--- src/rtl/fetch_queue_pkg.sv ---
// Shared widths, defaults and queue entry layout for the instruction-fetch front end.
package fetch_queue_pkg;

  localparam int unsigned WORD            = 64;
  localparam int unsigned INSTR_LEN       = 32;
  localparam int unsigned FQ_DEPTH        = 4;
  localparam int unsigned PC_STEP_DEFAULT = 4;

  typedef struct packed {
    logic [WORD-1:0]      pc;
    logic [INSTR_LEN-1:0] instr;
  } fq_entry_t;

  // Width of a counter that must hold 0..depth inclusive.
  function automatic int unsigned cnt_width(int unsigned depth);
    return $clog2(depth) + 1;
  endfunction

endpackage

--- src/rtl/fetch_queue_if.sv ---
// Redirect, instruction-memory and decode handshakes of the fetch queue.
interface fetch_queue_if;

  logic                                 redirect_valid;
  logic [fetch_queue_pkg::WORD-1:0]      redirect_target;
  logic                                 imem_req_valid;
  logic                                 imem_req_ready;
  logic [fetch_queue_pkg::WORD-1:0]      imem_req_addr;
  logic                                 imem_rsp_valid;
  logic [fetch_queue_pkg::INSTR_LEN-1:0] imem_rsp_data;
  logic                                 out_valid;
  logic                                 out_ready;
  logic [fetch_queue_pkg::INSTR_LEN-1:0] out_instr;
  logic [fetch_queue_pkg::WORD-1:0]      out_pc;

  modport master (
    input  redirect_valid,
    input  redirect_target,
    output imem_req_valid,
    input  imem_req_ready,
    output imem_req_addr,
    input  imem_rsp_valid,
    input  imem_rsp_data,
    output out_valid,
    input  out_ready,
    output out_instr,
    output out_pc
  );

  modport slave (
    output redirect_valid,
    output redirect_target,
    input  imem_req_valid,
    output imem_req_ready,
    input  imem_req_addr,
    output imem_rsp_valid,
    output imem_rsp_data,
    input  out_valid,
    output out_ready,
    input  out_instr,
    input  out_pc
  );

endinterface

--- src/rtl/fetch_fifo.sv ---
// Synchronous FIFO with push/pop/clear and occupancy; Depth must be a power of two.
module fetch_fifo #(
  parameter int unsigned Width = 8,
  parameter int unsigned Depth = 4
) (
  input  logic                     clk,
  input  logic                     rst_n,
  input  logic                     push,
  input  logic                     pop,
  input  logic                     clear,
  input  logic [Width-1:0]         wdata,
  output logic [Width-1:0]         rdata,
  output logic [$clog2(Depth):0]   count,
  output logic                     full,
  output logic                     empty
);

  localparam int unsigned AddrW = $clog2(Depth);

  logic [Width-1:0] mem_q [Depth];
  logic [AddrW-1:0] wr_ptr_q, rd_ptr_q;
  logic [AddrW:0]   count_q;
  logic             do_push, do_pop;

  assign full    = (count_q == (AddrW + 1)'(Depth));
  assign empty   = (count_q == '0);
  assign do_push = push && !full && !clear;
  assign do_pop  = pop && !empty && !clear;
  assign rdata   = mem_q[rd_ptr_q];
  assign count   = count_q;

  // Storage is reset so the head reads as zero straight out of reset.
  always_ff @(posedge clk or negedge rst_n) begin
    if (!rst_n) begin
      mem_q    <= '{default: '0};
      wr_ptr_q <= '0;
      rd_ptr_q <= '0;
      count_q  <= '0;
    end else if (clear) begin
      wr_ptr_q <= '0;
      rd_ptr_q <= '0;
      count_q  <= '0;
    end else begin
      if (do_push) begin
        mem_q[wr_ptr_q] <= wdata;
        wr_ptr_q        <= wr_ptr_q + AddrW'(1);
      end
      if (do_pop) begin
        rd_ptr_q <= rd_ptr_q + AddrW'(1);
      end
      if (do_push && !do_pop) begin
        count_q <= count_q + (AddrW + 1)'(1);
      end else if (!do_push && do_pop) begin
        count_q <= count_q - (AddrW + 1)'(1);
      end
    end
  end

endmodule

--- src/rtl/fetch_queue.sv ---
// Decoupled fetch front end: owns the fetch PC, issues credit-limited requests and queues
// in-order responses for decode; a redirect flushes the queue and squashes in-flight replies.
module fetch_queue
  import fetch_queue_pkg::*;
#(
  parameter int unsigned     Depth   = FQ_DEPTH,
  parameter logic [WORD-1:0] ResetPc = '0,
  parameter logic [WORD-1:0] PcStep  = WORD'(PC_STEP_DEFAULT)
) (
  input logic            clk,
  input logic            rst_n,
  fetch_queue_if.master  bus
);

  localparam int unsigned CntW = cnt_width(Depth);

  logic [WORD-1:0] fetch_pc_q, fetch_pc_d;
  logic [CntW-1:0] inflight_q, inflight_d;
  logic [CntW-1:0] squash_q, squash_d;
  logic [CntW-1:0] q_count, pc_count;
  logic [CntW:0]   credits_used;
  logic            active_q;
  logic            req_fire, rsp_ok, rsp_keep, q_pop;
  logic            q_empty, q_full, pc_full, pc_empty;
  logic [WORD-1:0] rsp_pc;
  fq_entry_t       q_wdata, q_head;
  logic            unused_status;

  // Every queued entry and every outstanding request holds one credit, so the queue
  // can never overflow. active_q keeps requests off until the first edge after reset.
  assign credits_used        = {1'b0, q_count} + {1'b0, inflight_q};
  assign bus.imem_req_valid  = active_q && !bus.redirect_valid &&
                               (credits_used < (CntW + 1)'(Depth));
  assign bus.imem_req_addr   = fetch_pc_q;

  assign req_fire = bus.imem_req_valid && bus.imem_req_ready;
  assign rsp_ok   = bus.imem_rsp_valid && (inflight_q != '0);
  assign rsp_keep = rsp_ok && (squash_q == '0) && !bus.redirect_valid;
  assign q_pop    = bus.out_valid && bus.out_ready && !bus.redirect_valid;
  assign q_wdata  = '{pc: rsp_pc, instr: bus.imem_rsp_data};

  always_comb begin
    fetch_pc_d = fetch_pc_q;
    inflight_d = inflight_q + CntW'(req_fire) - CntW'(rsp_ok);
    squash_d   = squash_q;
    if (bus.redirect_valid) begin
      fetch_pc_d = bus.redirect_target;
      squash_d   = inflight_d;
    end else begin
      if (req_fire) begin
        fetch_pc_d = fetch_pc_q + PcStep;
      end
      if (rsp_ok && (squash_q != '0)) begin
        squash_d = squash_q - CntW'(1);
      end
    end
  end

  always_ff @(posedge clk or negedge rst_n) begin
    if (!rst_n) begin
      fetch_pc_q <= ResetPc;
      inflight_q <= '0;
      squash_q   <= '0;
      active_q   <= 1'b0;
    end else begin
      fetch_pc_q <= fetch_pc_d;
      inflight_q <= inflight_d;
      squash_q   <= squash_d;
      active_q   <= 1'b1;
    end
  end

  // PCs of outstanding requests, consumed in order as responses (kept or dropped) return.
  fetch_fifo #(
    .Width (WORD),
    .Depth (Depth)
  ) u_pc_fifo (
    .clk   (clk),
    .rst_n (rst_n),
    .push  (req_fire),
    .pop   (rsp_ok),
    .clear (1'b0),
    .wdata (fetch_pc_q),
    .rdata (rsp_pc),
    .count (pc_count),
    .full  (pc_full),
    .empty (pc_empty)
  );

  fetch_fifo #(
    .Width ($bits(fq_entry_t)),
    .Depth (Depth)
  ) u_out_queue (
    .clk   (clk),
    .rst_n (rst_n),
    .push  (rsp_keep),
    .pop   (q_pop),
    .clear (bus.redirect_valid),
    .wdata (q_wdata),
    .rdata (q_head),
    .count (q_count),
    .full  (q_full),
    .empty (q_empty)
  );

  assign bus.out_valid = !q_empty;
  assign bus.out_pc    = q_head.pc;
  assign bus.out_instr = q_head.instr;

  assign unused_status = ^{pc_count, pc_full, pc_empty, q_full};

endmodule
--- src/flat_wrapper.sv ---
// flat-port wrapper written by rule: the top's interface ports become plain ports
module fetch_queue_flat import fetch_queue_pkg::*;
#(
  parameter int unsigned     Depth   = FQ_DEPTH,
  parameter logic [WORD-1:0] ResetPc = '0,
  parameter logic [WORD-1:0] PcStep  = WORD'(PC_STEP_DEFAULT)
)
  (clk, rst_n, bus_redirect_valid, bus_redirect_target, bus_imem_req_valid, bus_imem_req_ready, bus_imem_req_addr, bus_imem_rsp_valid, bus_imem_rsp_data, bus_out_valid, bus_out_ready, bus_out_instr, bus_out_pc);
  fetch_queue_if bus_i ();
  input logic clk;
  input logic rst_n;
  input wire logic [$bits(bus_i.redirect_valid)-1:0] bus_redirect_valid;
  input wire logic [$bits(bus_i.redirect_target)-1:0] bus_redirect_target;
  output wire logic [$bits(bus_i.imem_req_valid)-1:0] bus_imem_req_valid;
  input wire logic [$bits(bus_i.imem_req_ready)-1:0] bus_imem_req_ready;
  output wire logic [$bits(bus_i.imem_req_addr)-1:0] bus_imem_req_addr;
  input wire logic [$bits(bus_i.imem_rsp_valid)-1:0] bus_imem_rsp_valid;
  input wire logic [$bits(bus_i.imem_rsp_data)-1:0] bus_imem_rsp_data;
  output wire logic [$bits(bus_i.out_valid)-1:0] bus_out_valid;
  input wire logic [$bits(bus_i.out_ready)-1:0] bus_out_ready;
  output wire logic [$bits(bus_i.out_instr)-1:0] bus_out_instr;
  output wire logic [$bits(bus_i.out_pc)-1:0] bus_out_pc;
  assign bus_i.redirect_valid = bus_redirect_valid;
  assign bus_i.redirect_target = bus_redirect_target;
  assign bus_imem_req_valid = bus_i.imem_req_valid;
  assign bus_i.imem_req_ready = bus_imem_req_ready;
  assign bus_imem_req_addr = bus_i.imem_req_addr;
  assign bus_i.imem_rsp_valid = bus_imem_rsp_valid;
  assign bus_i.imem_rsp_data = bus_imem_rsp_data;
  assign bus_out_valid = bus_i.out_valid;
  assign bus_i.out_ready = bus_out_ready;
  assign bus_out_instr = bus_i.out_instr;
  assign bus_out_pc = bus_i.out_pc;
  fetch_queue #(.Depth(Depth), .ResetPc(ResetPc), .PcStep(PcStep)) u_core (.clk(clk), .rst_n(rst_n), .bus(bus_i));
endmodule
--- config.mk ---
export PLATFORM = sky130hd
export DESIGN_NAME = fetch_queue_flat
export DESIGN_NICKNAME = d
export VERILOG_FILES = /design/src/rtl/fetch_queue_pkg.sv /design/src/rtl/fetch_queue_if.sv /design/src/rtl/fetch_fifo.sv /design/src/rtl/fetch_queue.sv /design/src/flat_wrapper.sv
export SDC_FILE = /design/constraint.sdc
export NUM_CORES = 1
export LEC_CHECK = 0
export ABC_AREA = 1
export CORE_MARGIN = 2
export CORE_UTILIZATION = 54
export CTS_CLUSTER_DIAMETER = 40
export CTS_CLUSTER_SIZE = 14
export DETAILED_ROUTE_END_ITERATION = 10
export DONT_BUFFER_PORTS = 1
export PLACE_DENSITY_LB_ADDON = 0.2
export SYNTH_ARGS = -nofsm -noshare
export SYNTH_HDL_FRONTEND = slang
export SYNTH_HIERARCHICAL = 1
export SYNTH_SLANG_ARGS = --single-unit
export TNS_END_PERCENT = 30
--- constraint.sdc ---
create_clock -name clk -period 8.2 [get_ports clk]
set_input_delay 1.64 -clock clk [delete_from_list [all_inputs] [get_ports clk]]
set_output_delay 1.64 -clock clk [all_outputs]
set_load 0.02 [all_outputs]
==> out/metrics.csv, run 1 <==
metric,value,unit
post_cts_buffers,0,
cp-end-kind,output port,
utilization,59.32,%
clkSlewWorstSetupHoldPaths,0.05,ns
hp-start,u_core/u_pc_fifo/mem_q[161],
worst_r2r_path_depth,13,
grt_setup_unrepaired,false,
violations,slew limit,
ff2ff_setup_slack,3.80,ns
htreeDepth,3,
r2r_start,u_core/u_out_queue/count[2],
coreArea,65510,sq um
hold-path-endpoint,u_core/u_pc_fifo/mem_q[161],
arrival,3.87,ns
dp_hpwl,53590,um
final_cells,4969,
critPathMostFrequentCell,buf_4,
wire_per_inst,18.37,um
dr.pass1.iters,6,
cts_resized,0,
max_freq,181.3,MHz
worst_pin_slew,2.230,ns
cap_violations,0,
grt_max_degree,726,
peakVddDrop,0.0001734,V
syn2layout_area_growth,9.074,%
cellPowerDensity,324.3,nW/um^2
path_class,reg -> out,
track_usage,26.75,%
yosys_warnings,6,
io_buffers,0,
cts_hold_buf,0,
via_per_inst,5.593,
timing.rr.end,u_core/u_pc_fifo/mem_q[3],
startpoint_type,register,
antenna_found_initial,0,
hold_path.class,reg -> reg,
antenna_left,0,
ios,264,
finalSetupViolations,0,
avgSynthCellArea,8.608,sq um
hold_violations,0,
fin_setup_tns,0,ns
slew_violations,530,
cts_made_buffers,114,
cts_buffer_depth,3,
drive_above_1_share,13.35,%
layout_min_cycle_time,5.514,ns
status,"finished, violations left",
critical-path-slowest-cell,buf_4,
p_leak,0.01849,uW
timing.final.crit_share,67.25,%
cts_root_buf,clkbuf_16,
grt_pass1_vias,25960,
slowest_delay,0.81,ns
overflow,0,
hold_depth,2,
worst_slack,2.686,ns
nNetsFinal,4128,
cts.sinks,725,
skew,0.02333,ns
layout_commonest_cell,nand2_1,
final_cell_mix,"nand2_1, dfrtp_1, nor2_1",
die-area,68050,sq um
critPathRequiredTime,6.56,ns
wirelength,91270,um
preCtsSetupSlack,3.042,ns
dr.first_iter.drc_count,2501,
clkLatencyLatePin,0.67,ns
cts_tree,yes,
chipWidth,260.9,um
start_util,54.39,%
synthCells,4139,
grt_first_pass_wirelength,145400,um
cp_max_fo,90,
drc,0,
rows,94,
slew-limit-headroom,-48.69,%
crit_chain,buf_4 > buf_4 > o21ai_0 > o22ai_1,
vias,27790,
gp_congestion,0.8856,
place_inst,4756,
dieHeight,260.9,um
diodes,0,
syn_area,35630,sq um
final cells by class:
cell class                 count  area (sq um)
fill                        5798         26650
tap                          864          1081
inverter                     285          1076
clock buffer                 138          3115
sequential                   725         18150
clock inverter                75         919.6
timing repair buffer          18         135.1
multi-input combinational   2864         14380
state kept, by name, indices dropped and copies added (netlist names), 2 cells and up:
register	count
u_core/u_pc_fifo/mem_q	256
u_core/squash_q	3
u_core/u_out_queue/wr_ptr_q	2
u_core/u_out_queue/mem_q	384
u_core/u_pc_fifo/count	3
u_core/bus.imem_req_addr	64
u_core/inflight_q	3
u_core/u_pc_fifo/rd_ptr_q	2
u_core/u_out_queue/count	3
u_core/u_out_queue/rd_ptr_q	2
u_core/u_pc_fifo/wr_ptr_q	2
per-stage QoR:
stage | hold slack (ns) | total power [uW] | cell area (sq um)
detailed placement | 0.4615 | 7644 | 34830
global route | 0.4912 | 13240 | 38860
floorplan | 0.4478 | 6813 | 35650
CTS | 0.4750 | 12670 | 38860
global placement | 0.4589 | 7593 | 34830
finish | 0.4714 | 12610 | 38860
power by group:
group / total, uW / internal [uW] / leakage [uW] / switching [uW]
clock: 4980 / 3220 / 0.00194 / 1770
combinational: 3040 / 823 / 0.00670 / 2220
sequential: 4580 / 4090 / 0.00985 / 489
total: 12600 / 8130 / 0.0185 / 4470
metal layers:
layer	GRT usage, %	wire length [um]	share of wire, %	vias up
met2	40.30	40600	44	870
met1	38.89	42180	46	13330
met3	5.284	5782	6.3	175
li1	-	-	-	13410
met4	8.730	2701	3.0	0
met5	0	0	0	-
worst max-delay path: cells and delay by family (launching register included):
| kind | cells | cell delay, ns |
|---|---|---|
| compound gates | 2 | 0.92 |
| buf+inv | 2 | 1.58 |
| flops | 1 | 0.64 |
worst max path at each step:
stage / from / to / slack, ns
floorplan: bus_redirect_valid / u_core/squash_q[2] / 4.20
global placement: bus_redirect_valid / u_core/u_pc_fifo/mem_q[4] / 3.08
detailed placement: bus_redirect_valid / u_core/u_pc_fifo/mem_q[4] / 3.04
CTS: u_core/u_out_queue/rd_ptr_q[0] / bus_out_pc[36] / 2.71
global route: u_core/u_out_queue/rd_ptr_q[0] / bus_out_pc[26] / 2.53
finish: u_core/u_out_queue/rd_ptr_q[0] / bus_out_pc[63] / 2.69
(Power assumes the default switching activity.)
==> run 2: changes to the inputs <==
==> constraint.sdc (replaced) <==
create_clock -name clk -period 4.9 [get_ports clk]
set_input_delay 0.98 -clock clk [delete_from_list [all_inputs] [get_ports clk]]
set_output_delay 0.98 -clock clk [all_outputs]
set_load 0.02 [all_outputs]
==> out/metrics.csv, run 2 (synthesized netlist as in run 1, its figures left out) <==
metric,value,unit
status,"finished, violations left",
cap_violations,0,
gp_congestion,0.8851,
max_freq,247.0,MHz
cts_buffer_depth,3,
path_class,reg -> out,
grt_first_pass_wirelength,146000,um
worst_pin_slew,2.379,ns
p_sw,7613,uW
coreArea,65510,sq um
start_util,54.39,%
critPathRequiredTime,3.92,ns
startpoint,u_core/u_out_queue/rd_ptr_q[1],
violations,slew limit,
wirelength,92120,um
crit_family,buffers and inverters,
slew-limit-headroom,-58.58,%
layout_min_cycle_time,4.049,ns
io_buffers,0,
grt_setup_unrepaired,false,
crit_end,bus_out_pc[26],
hold_violations,0,
ff2ff_setup_slack,1.53,ns
largest_register,u_core/u_out_queue/mem_q,
grt_pass1_vias,26110,
ios,264,
layout_commonest_cell,nand2_1,
peakVddDrop,0.0003122,V
cp_max_fo,65,
utilization,59.96,%
critPathBufInv,3,
fin_setup_tns,0,ns
final_cell_mix,"nand2_1, dfrtp_1, nor2_1",
via_per_inst,5.602,
timing.final.crit_share,82.64,%
dr.pass1.iters,5,
cts_made_buffers,118,
place_inst,4765,
syn2layout_area_growth,10.24,%
worst_r2r_path_depth,16,
pwr-share-clk,40.8,%
seq_power_share,35.6,%
dieHeight,260.9,um
finalSetupViolations,0,
cts_tree,yes,
p_leak,0.01869,uW
cellPowerDensity,550.3,nW/um^2
post_cts_buffers,0,
drc,0,
timing.rr.end,u_core/squash_q[2],
crit_chain,buf_4 > inv_2 > buf_12 > o21ai_0 > o22ai_1,
preCtsSetupSlack,1.295,ns
sw_frac_of_total,35.22,%
dp_hpwl,53890,um
clkLatencyLatePin,0.67,ns
diodes,0,
antenna_found_initial,1,
die-area,68050,sq um
slowest_delay,0.66,ns
whs,0.03606,ns
largest_reg_flops,384,
worst_slack,0.8507,ns
antenna_left,0,
combPwrFrac,23.6,%
overflow,0,
cts_root_buf,clkbuf_16,
rows,94,
chipWidth,260.9,um
htreeDepth,3,
drive_above_1_share,13.78,%
grt_max_degree,702,
track_usage,26.95,%
clkSlewWorstSetupHoldPaths,0.05,ns
wire_per_inst,18.48,um
hold_path.class,in -> async,
dr.first_iter.drc_count,2474,
cp.depth,5,
arrival,3.07,ns
startpoint_type,register,
slew_violations,460,
cts.sinks,725,
critical-path-slowest-cell,o22ai_1,
power.internal,14000,uW
skew,0.01731,ns
cp-end-kind,output port,
vias,27930,
final_cells,4986,
nNetsFinal,4142,
r2r_start,u_core/u_out_queue/count[2],
## run 2: worst reg2reg max path, stage by stage (launching register included)
cell and delay, ns:
dfrtp_1 0.46, ha_1 0.30, nor2_1 0.10, nand2_1 0.07, nor3_2 0.44, nand2_2 0.11
buf_4 0.34, ha_1 0.37, inv_1 0.05, ha_1 0.12, inv_1 0.05, fa_1 0.34
inv_1 0.08, xor2_1 0.18, nand2_1 0.07, o21ai_0 0.08, a21oi_1 0.08
## run 2: cell type report
class	instances	area, sq um
fill	5740	26230
multi-input combinational	2864	14380
timing repair buffer	28	285.3
sequential	725	18150
inverter	285	1076
clock inverter	76	1028
tap	864	1081
clock buffer	144	3273
## run 2: repair_timing
action,in CTS,in global routing
hold endpoints to repair,25,0
hold buffers,1,0
resized for setup,0,0
## run 2: how the worst min path moves through the flow
stage / from / end / slack [ns] / cells after the start
final: rst_n / u_core/u_out_queue/mem_q[221] / 0.04 / 0
after global routing: rst_n / u_core/u_out_queue/mem_q[221] / 0.008 / 0
after CTS: rst_n / u_core/u_out_queue/mem_q[221] / 0.009 / 0
after detailed placement: u_core/u_out_queue/mem_q[285] / u_core/u_out_queue/mem_q[285] / 0.46 / 2
after global placement: u_core/u_out_queue/mem_q[126] / u_core/u_out_queue/mem_q[126] / 0.46 / 2
after floorplan: u_core/u_out_queue/mem_q[101] / u_core/u_out_queue/mem_q[101] / 0.45 / 2
## run 2: power by group through the flow
stage               registers [uW]  logic [uW]  clock network, uW
finish                        7690        5110               8820
global placement              7740        5030                  0
global route                  7790        5660               9220
detailed placement            7760        5060                  0
CTS                           7670        5100               8960
floorplan                     7470        3930                  0
## run 2: metal layers
layer / part of all wire, % / wire length [um] / vias to the layer above / GRT usage [%]
li1: - / - / 13440 / -
met1: 46 / 42270 / 13340 / 39.57
met2: 44 / 40310 / 954 / 39.73
met3: 7.1 / 6570 / 186 / 5.303
met4: 3.2 / 2954 / 2 / 9.651
met5: 0.013 / 12 / - / 0
## run 2: metrics by stage
step	power [uW]	cell area (sq um)
floorplan	11400	35650
global placement	12770	34960
detailed placement	12820	34960
CTS	21730	39280
global route	22660	39280
finish	21620	39280
